`config.mk`:
```
export PLATFORM = sky130hd
export DESIGN_NAME = byte_lane_packer
export DESIGN_NICKNAME = d
export VERILOG_FILES = /design/src/rtl/byte_lane_packer.sv
export SDC_FILE = /design/constraint.sdc
export NUM_CORES = 1
export LEC_CHECK = 0
export CORE_UTILIZATION = 45
export CTS_BUF_LIST = sky130_fd_sc_hd__clkbuf_8
export DETAILED_ROUTE_END_ITERATION = 16
export PLACE_DENSITY = 0.76
export SLEW_MARGIN = 40
export SYNTH_ARGS = -nofsm -noshare
export SYNTH_HDL_FRONTEND = slang
export SYNTH_SLANG_ARGS = --single-unit
```
`constraint.sdc`:
```
create_clock -name clk -period 1.7 [get_ports clk]
set_clock_uncertainty 0.05 [all_clocks]
set_input_delay 0.255 -clock clk [delete_from_list [all_inputs] [get_ports clk]]
set_output_delay 0.255 -clock clk [all_outputs]
set_load 0.05 [all_outputs]
```
`src/rtl/byte_lane_packer.sv`:
```
// Byte-to-halfword packer feeding a 16-bit byte-enabled register.
// Bytes arrive on a valid/ready handshake and are paired into 16-bit words,
// lane 0 first. A lone lane-0 byte is flushed on in_last or after an idle
// timeout, with byteena marking only the lanes that were actually written.
module byte_lane_packer #(
  parameter int unsigned FLUSH_TIMEOUT = 8
) (
  input  logic        clk,
  input  logic        resetn,
  input  logic        in_valid,
  output logic        in_ready,
  input  logic [7:0]  in_byte,
  input  logic        in_last,
  output logic        out_valid,
  input  logic        out_ready,
  output logic [15:0] out_d,
  output logic [1:0]  out_byteena
);

  // Idle counter only needs to reach FLUSH_TIMEOUT; keep at least one bit.
  localparam int unsigned   CntW   = (FLUSH_TIMEOUT > 0) ? $clog2(FLUSH_TIMEOUT + 1) : 1;
  localparam logic [CntW-1:0] CntMax = CntW'(FLUSH_TIMEOUT);

  localparam logic [0:0] StEmpty = 1'b0;
  localparam logic [0:0] StHalf  = 1'b1;

  logic [0:0]      state_q, state_d;
  logic [7:0]      hold_q, hold_d;
  logic [CntW-1:0] cnt_q, cnt_d;
  logic            valid_q, valid_d;
  logic [15:0]     data_q, data_d;
  logic [1:0]      be_q, be_d;

  logic slot_free;
  logic accept;
  logic timeout;

  // Handshake: the output slot is free if empty or draining on this edge.
  always_comb begin
    slot_free = !valid_q || out_ready;
    if (state_q == StHalf) begin
      in_ready = slot_free;
    end else begin
      // A lone last byte produces a word immediately, so it needs the slot.
      in_ready = in_last ? slot_free : 1'b1;
    end
    accept  = in_valid && in_ready;
    timeout = (FLUSH_TIMEOUT != 0) && (cnt_q == CntMax) && slot_free;
  end

  // Next-state: pack bytes, flush partials, manage the output slot.
  always_comb begin
    state_d = state_q;
    hold_d  = hold_q;
    cnt_d   = cnt_q;
    valid_d = valid_q && !out_ready;
    data_d  = data_q;
    be_d    = be_q;

    case (state_q)
      StEmpty: begin
        if (accept) begin
          if (in_last) begin
            valid_d = 1'b1;
            data_d  = {8'h00, in_byte};
            be_d    = 2'b01;
          end else begin
            hold_d  = in_byte;
            cnt_d   = '0;
            state_d = StHalf;
          end
        end
      end
      StHalf: begin
        // An arriving byte takes priority over a due timeout flush.
        if (accept) begin
          valid_d = 1'b1;
          data_d  = {in_byte, hold_q};
          be_d    = 2'b11;
          cnt_d   = '0;
          state_d = StEmpty;
        end else if (timeout) begin
          valid_d = 1'b1;
          data_d  = {8'h00, hold_q};
          be_d    = 2'b01;
          cnt_d   = '0;
          state_d = StEmpty;
        end else if (cnt_q != CntMax) begin
          cnt_d = cnt_q + CntW'(1);
        end
      end
      default: begin
        state_d = StEmpty;
      end
    endcase
  end

  // State and output registers; reset discards held byte and pending word.
  always_ff @(posedge clk or negedge resetn) begin
    if (!resetn) begin
      state_q <= StEmpty;
      hold_q  <= 8'h00;
      cnt_q   <= '0;
      valid_q <= 1'b0;
      data_q  <= 16'h0000;
      be_q    <= 2'b00;
    end else begin
      state_q <= state_d;
      hold_q  <= hold_d;
      cnt_q   <= cnt_d;
      valid_q <= valid_d;
      data_q  <= data_d;
      be_q    <= be_d;
    end
  end

  assign out_valid   = valid_q;
  assign out_d       = data_q;
  assign out_byteena = be_q;

endmodule

```
---- After elaboration in Yosys (flattened, before gate mapping) ----
Index checks and enable logic that the tools add are counted.
storage, ports and cells
  register bits ........................... 32
  bits in latches ......................... 0
  memory bits (writable) .................. 0
  ROM bits ................................ 0
  input bits .............................. 13
  output and inout bits ................... 20
  logic and storage cells ................. 53
  memories ................................ 0
operators by class
  add/subtract/negate cells ............... 1
  $mul .................................... 0
  div/mod/pow operators ................... 0
  $lt $le $gt $ge ......................... 0
  eq/ne operators ......................... 7
  shifts and indexed selects .............. 0
  multiplexer cells ....................... 28
  bitwise operators ....................... 2
  reduce and logical (&&, ||, !) cells .... 9
operators with widths
  operator                                                          number
  16-bit two-way mux                                                4
  16-bit case mux with 2 select lines                               1
  4-bit two-way mux                                                 5
  1-bit two-way mux                                                 10
  3-bit AND reduction                                               3
  2-bit two-way mux                                                 4
  4-bit case mux with 2 select lines                                1
  2-bit != test (second input constant)                             3
  4-bit by 1-bit adder with 4-bit output (second input constant)    1
  4-bit equality test (second input constant)                       1
  4-bit by 1-bit != test with 1-bit output (second input constant)  1
  4-bit != test (second input constant)                             1
  1-bit case mux with 2 select lines                                2
  2-bit case mux with 2 select lines                                1
  1-bit logical AND                                                 3
  3-bit by 1-bit != test with 1-bit output (second input constant)  1
  1-bit zero test                                                   2
  1-bit NOT                                                         2
  1-bit logical OR                                                  1

---- Logic depth before layout (Yosys ltp) ----
  word-level depth ........................ 7
  mapped depth ............................ 6
  depth with buffers taken out ............ 5

---- Worst setup path after synthesis ----
No wires, ideal clock.
  path kind ............................... register to output
  start point ............................. register state_q
  end point ............................... output port in_ready
  data arrival time ....................... 1.704 ns
  slack ................................... -0.309 ns
  cell stages (with the launch flop) ...... 3
  buffers on the path ..................... 1
  cell sequence ........................... dfrtp_1 -> clkbuf_1 -> o21ai_0
between the ends
  longest elaborated chain between the ends .. 1
ends and longest elaborated chain
  element                 RTL line  text
  from (decl)             27        logic [0:0] state_q, state_d;
  from (signal assigned)  101       state_q <= StEmpty;
  from (signal assigned)  108       state_q <= state_d;
  1-bit two-way mux       41        if (state_q == StHalf) begin
  to (decl)               11        output logic in_ready,
No other way between the ends.

---- Worst setup path after layout ----
  start point ............................. register cnt_q[0]
  end point ............................... register data_q[5], in the netlist out_d[5]
between the ends
  longest elaborated chain between the ends .. 4
ends and longest elaborated chain
  element                                                    RTL line  text
  from (decl)                                                29        logic [CntW-1:0] cnt_q, cnt_d;
  from (signal assigned)                                     110       cnt_q <= cnt_d;
  4-bit equality test                                        48        timeout = (FLUSH_TIMEOUT != 0) && (cnt_q == CntMax) && slot_free;
  1-bit logical AND                                          48
  3-bit by 1-bit != test with 1-bit output (no source line)  n/a
  3-bit AND reduction (no source line)                       n/a
  to (signal assigned)                                       112       data_q <= data_d;
  to (decl)                                                  31        logic [15:0] data_q, data_d;
No other way between the ends.
A chain may end at the register's enable or synchronous reset.

==> metrics.csv <==
stage;metric;value;unit
synthesis;Mean Syn Cell Area;13.1;µm²
setup_path;critical path type;reg -> reg;
cells_and_area;Fill cells;251;
power;Clock power frac;0.187;
floorplan;Core Region;3080;µm²
floorplan;die area;3480;µm²
synthesis;asr flop ratio synth;1.00;
grt;GRT Util Overall;0.205;
status;status;completed;
grt;first-pass GRT wire length;5180;µm
floorplan;row cnt;20;
routing;Post-DRT Antenna Nets;0;
sta;RSZ-0062 raised after global routing;yes;
clock_network;CTS tree;yes;
routing;drt via density;5.17;
power;PD cells;1540;nW/µm²
synthesis;synthesized instance count;112;
power;Gate power share;0.466;
floorplan;I/O Pins;33;
clock_network;Clock Pin Slew Worst Setup and Hold Paths;0.07;ns
routing;WL/cell;15.0;µm
routing;via count;1090;
floorplan;Die Height;59.0;µm
clock_network;hold buffers post-CTS;0;
placement;post-DP HPWL;2180;µm
grt;grt ovf;0;
setup_path;max incr delay on CP;0.36;ns
power;VDD IR max;0.961;mV
sta;fin crit period;1.69;ns
synthesis;largest area contributor in the synthesized netlist;dfrtp_1;
setup_path;CP required;1.82;ns
routing;Initial DRC Count;48;
power;Design Power;3.23;mW
routing;# DRC;0;
power;switching part of the total;0.397;
power;Seq pwr share;0.347;
setup_path;CP max-delay cell;dfrtp_1;
synthesis;share of the yosys chip area belonging to registers;0.547;
sta;Slew @ Worst Pin;0.404;ns
synthesis;Top FF cell, synth;dfrtp_1;
cells_and_area;nets;181;
synthesis;top-area cell type share of the netlist area;0.547;
sta;Max Fclk;593;MHz
clock_network;cts bufs inserted;5;
grt;largest net degree at the start of global routing;33;
floorplan;Initial Util;0.475;
synthesis;Synth Area in Simple Gates;0.0864;
routing;Routed WL;3160;µm
setup_path;CP arrival;1.81;ns
clock_network;CTS max path bufs;2;
clock_network;Skew-Pair Late Insertion Delay;0.28;ns
synthesis;Synth Net Count;127;
hold_path;min-delay worst type;in -> async;
synthesis;xor/xnor share of the synthesized area;0.00599;
synthesis;Seq cells post-synth;32;
flow_run;maxcap violations;0;
synthesis;largest family of logic cells by synthesized area;multiplexers;
setup_path;Critical Path Sink Type;register;
synthesis;top post-synthesis cells by area;dfrtp_1 (55%), mux2_2 (18%), a22o_1 (5.4%);
power;switching power;1.28;mW
grt;vias in the first global route;1144;
setup_path;Critical Path Fanout Max;7;
power;Leak Pwr;0.989;nW
clock_network;clock root buffer master;clkbuf_8;
cells_and_area;sequential cell area;801;µm²
setup_path;CP cell instances;inv_2, ha_4, and3b_2, o211ai_4, clkbuf_16, mux2_4;
grt;initial antenna violation count;0;
clock_network;clk sink count;32;
cells_and_area;share of layout cells above drive strength 1;0.479;
synthesis;Yosys warnings;0;
routing;first drt pass iteration count;4;
cells_and_area;area of the multi-input gates;661;µm²
placement;number of I/O port buffers;32;
synthesis;library cells used by synthesis;29;
sta;Tcrit/Tclk final;0.992;
power;Int Pwr;1.95;mW
synthesis;post-synthesis adder-cell area fraction;0.0171;
sta;Hold WS;0.323;ns
cells_and_area;Antenna Cells;0;
synthesis;Synth Area in Compound Gates;0.125;
floorplan;die width;59.0;µm
placement;gp weighted congestion;0.832;
synthesis;Cell Area, Synth;1460;µm²
synthesis;EDFF count, synth;0;
sta;final setup fails;0;
cells_and_area;Area Growth Syn to Fin;43.3;%
sta;Fin Setup TNS;0;ns
clock_network;H-tree Lvls;2;
cells_and_area;final core area utilization;0.681;
sta;Relative slew margins;0.731;
sta;Fin. Hold Viols;0;
synthesis;mux cell area share after synthesis;0.185;
setup_path;Startpoint Class;register;
sta;Final Max Slew Viols;0;
## flip-flops by register name (all words and copies together), names as in the netlist
signal       cells
cnt_q            4
hold_q           8
out_byteena      2
out_d           16
out_valid        1
state_q          1
## cell usage in the layout, fill, tap and decap left out, drive strengths merged
master	count
buf	41
o211ai	1
nor2b	3
mux2	24
nand2b	3
and3b	1
clkbuf	7
ha	2
nand3b	2
dfrtp	32
clkinvlp	1
o22ai	1
nor2	2
nand2	6
clkdlybuf4s50	12
nand3	1
o21ai	3
nor3	2
o2bb2ai	1
a32o	1
a21o	3
xnor2	1
a21oi	2
and3	2
a22o	9
a311o	1
inv	3
## cell families after synthesis
| kind of cell | count (synthesis) |
|---|---|
| DFF | 32 |
| muxes | 24 |
| AOI/OAI and AO/OA | 22 |
| and+or+nand+nor | 22 |
| buffers and inverters | 9 |
| adders and majority gates | 2 |
| xor gates and xnor gates | 1 |
## cell type report
type                            instances  area share
Clock buffer                            6      0.0394
Clock inverter                          2     0.00537
Inverter                                2     0.00358
Multi-Input combinational cell         71       0.315
Sequential cell                        32       0.382
Tap cell                               44      0.0263
Timing Repair Buffer                   54       0.228
## worst max-delay path, delay by kind of cell (launching register included)
kind	cells	cell delay [ns]
fa+ha+maj	1	0.15
buf+inv	2	0.26
flops	1	0.36
simple gates	1	0.22
mux	1	0.29
compound gates	1	0.24
## timing repair
item | 4_1_cts | 5_1_grt
gates cloned | 0 | 1
hold endpoints to repair | 0 | 0
setup buffers | 1 | 1
gates resized for setup | 0 | 14
pin swaps | 1 | 2
endpoints found under the setup margin | 14 | 13
## power groups by stage
stage          combinational (mW)  clock (mW)  sequential (mW)
2_1_floorplan               0.387           0             1.66
3_3_place_gp                 1.38           0             1.12
3_5_place_dp                 1.40           0             1.13
4_1_cts                      1.41       0.623             1.12
5_1_grt                      1.58       0.648             1.15
6_report                     1.51       0.605             1.12
## worst paths after layout
path | slack (ns) | endpoint | startpoint | depth (start not counted)
worst max-delay path | 0.01 | out_d[5] | cnt_q[0] | 6
worst min-delay path | 0.32 | out_d[11] | resetn | 2
worst max register to register | 0.01 | out_d[5] | cnt_q[0] | 6
worst min register to register | 0.43 | out_byteena[0] | out_byteena[0] | 1
max in group asynchronous | 0.98 | cnt_q[2] | resetn | 2
min in group clk | 0.43 | out_byteena[0] | out_byteena[0] | 1
## synthesized netlist by cell type (3+ instances only)
| cell | n |
|---|---|
| dfrtp_1 | 32 |
| mux2_2 | 24 |
| a22o_1 | 9 |
| nand2_1 | 6 |
| a21o_1 | 3 |
| buf_2 | 3 |
| nand2b_1 | 3 |
| o21ai_0 | 3 |
## routing by layer
metal	vias to the layer above	GRT usage	routed length, µm
li1	515	-	-
met1	537	0.248	1410
met2	36	0.349	1610
met3	2	0.0524	123
met4	0	0.0816	21
met5	-	0	0
## metrics by stage
step,instances,instance area [µm²],worst slack [ns]
after floorplan,112,1460,0.0201
after global placement,200,1900,-0.145
after detailed placement,200,1900,-0.171
after CTS,209,2020,-0.0136
after global routing,211,2100,-0.0176
final,211,2100,0.0140
Note: power is estimated with default switching activity, not from simulation.
==> RTL change, RTL diff (same flow settings) <==
Set the parameter `FLUSH_TIMEOUT` to 16 (it was 8).
--- a/src/rtl/byte_lane_packer.sv
+++ b/src/rtl/byte_lane_packer.sv
@@ -4,5 +4,5 @@
 // timeout, with byteena marking only the lanes that were actually written.
 module byte_lane_packer #(
-  parameter int unsigned FLUSH_TIMEOUT = 8
+  parameter int unsigned FLUSH_TIMEOUT = 16
 ) (
   input  logic        clk,
Behaviour: same outputs for any inputs over 10 cycles, from zero or initial values and one cycle with resetn low; that may be too few to reach the edited logic, so the function may still have changed.
==> RTL change against the unedited design <==
Setup slack better by 19 ps; synthesized cell count is 0.89% lower; power grew 8.4%; fmax up 1.2%; wire length fell by 0.25%; sequential power up 5%; first-iteration DRC count fell by 35%; combinational power is 4% higher; sequential cell count rose by 1; critical path depth is the same; synthesized area grew 3.1%; final area up 0.66%; critical endpoint is now out_d[4].
==> RTL change: results (changes against the unedited design) <==
Global routing
  – Largest net degree at the start of global routing: 34 (+3.0%)
  – Gr usage total: 20.7% (+0.18 points)
  – Vias in the first global route: 1,157 (+1.1%)
  – Initial antenna violation count: 0 (unchanged)
  – First-pass GRT wire length: 5370 um (+3.7%)

Worst setup path
  – Worst path slowest cell: dfrtp_1
  – Reg2reg path depth: 6 (unchanged)
  – R2R Path Start: cnt_q[1]
  – R2R setup slack: 30 ps (+20 ps)
  – Worst-path fanout max: 15 (+8)
  – Reg2reg end: out_d[4]
  – Biggest cell delay along the critical path: ~370 ps

Clocking
  – Worst-Skew Late Latency: 280 ps (about the same)
  – Clk slew on worst S/H paths: 70 ps (about the same)
  – Max Root-Sink Buffers: 2 (unchanged)
  – CTS Root Cell: clkbuf_8
  – H-tree depth: 2 (unchanged)

STA
  – Max_slew headroom: 72.9% (-0.19 points)
  – Fin Hold WS: 314 ps (-8.36 ps)

Layout
  – Antenna diodes: 0 (unchanged)
  – Number of fill cells: 239 (-4.8%)
  – Layout cell share with drive strength beyond 1: 48.8% (+0.86 points)
  – Number of flip-flops in the largest register: 16 (unchanged)
  – Final #Nets: 176 (-2.8%)

Placed design
  – HPWL after DPL: 2190 um (+0.16%)
  – Setup WS pre-CTS: -189 ps (-17.4 ps)
  – Placer Congestion: 0.872 (+4.8%)
  – Port bufs: 32 (unchanged)

Route
  – Final wirelength: 3150 um (-0.25%)
  – 1st-iter DRT viols: 31 (-35%)
  – Avg Vias per Cell: 5.24 (+1.4%)
  – TritonRoute pass-1 iters: 4 (unchanged)

Yosys
  – Syn_nets: 126 (-0.79%)
  – Number of library cell types mapped by synthesis: 32 (+10%)
  – Seq/Total Area, Yosys: 54.8% (about the same)
  – Top_reg_cell synth: dfrtp_1
  – Synth area leaders: dfrtp_1 (55%), mux2_2 (19%), a22o_1 (4.6%), ha_1 (1.7%), a21o_1 (1.5%)
  – Post-synth top cells: dfrtp_1 (33), mux2_2 (25), a22o_1 (8)

Pwr
  – Peak VDD IR: 0.00112 V (+17%)
  – Leak: 0.963 nW (-2.7%)

Outcome
  – Outcome: completed
-- RTL change: changes by cell type after synthesis, sizes merged, moves of 2 or more --
cell    unedited run  this run
nor2b              3         0
nand4              0         2
xor2               0         2
a211oi             0         2
nand2              6         4
-- RTL change: stage by stage --
step / std cells / area [sq um]
floorplan: 111 / 1510
global placement: 194 / 1920
detailed placement: 194 / 1920
CTS: 205 / 2090
global route: 206 / 2110
finish: 206 / 2110
-- RTL change: layout make-up --
| cell class | instances | area (sq um) | area share (%) |
|---|---|---|---|
| inverter | 3 | 11.3 | 0.534 |
| clock inverter | 2 | 37.5 | 1.78 |
| tap | 44 | 55.1 | 2.61 |
| timing repair buffer | 50 | 443 | 21.0 |
| multi-input combinational | 68 | 653 | 31.0 |
| sequential | 33 | 827 | 39.2 |
| clock buffer | 6 | 82.6 | 3.91 |
-- RTL change: repair_timing --
action	CTS	global route
pin swaps	1	0
buffers inserted	3	1
hold buffers	0	0
setup endpoints to repair	11	13
gates resized for setup	3	4
-- RTL change: worst max-delay path by stage --
stage | start | cells past startpoint | slack (ps) | end
3_5_place_dp | in_valid | 3 | -190 | out_d[7]
3_3_place_gp | in_valid | 3 | -130 | out_d[5]
6_report | cnt_q[1] | 6 | 30 | out_d[4]
2_1_floorplan | state_q | 2 | 30 | in_ready
4_1_cts | cnt_q[1] | 7 | 4 | out_d[13]
5_1_grt | cnt_q[1] | 6 | -6 | out_d[3]
-- RTL change: kinds of logic after synthesis --
logic type,synth area share (%)
flip-flops,54.8
multiplexers,18.7
AO/OA/AOI/OAI,13.0
AND/OR/NAND/NOR,7.22
buffers and inverters,3.48
XOR/XNOR,1.16
adder cells (fa/ha/maj),1.66
-- RTL change: layer usage --
layer / wire length (um) / track usage, % / share of wire (%)
met5: 0 / 0 / 0
met3: 122 / 4.33 / 3.9
met4: 24 / 5.98 / 0.76
met1: 1330 / 24.6 / 42
met2: 1680 / 37.3 / 53
-- RTL change: where the power goes --
part / switching (mW) / leakage [nW] / internal, mW
registers: 0.147 / 0.404 / 1.03
logic: 0.948 / 0.501 / 0.625
clock network: 0.279 / 0.0574 / 0.476
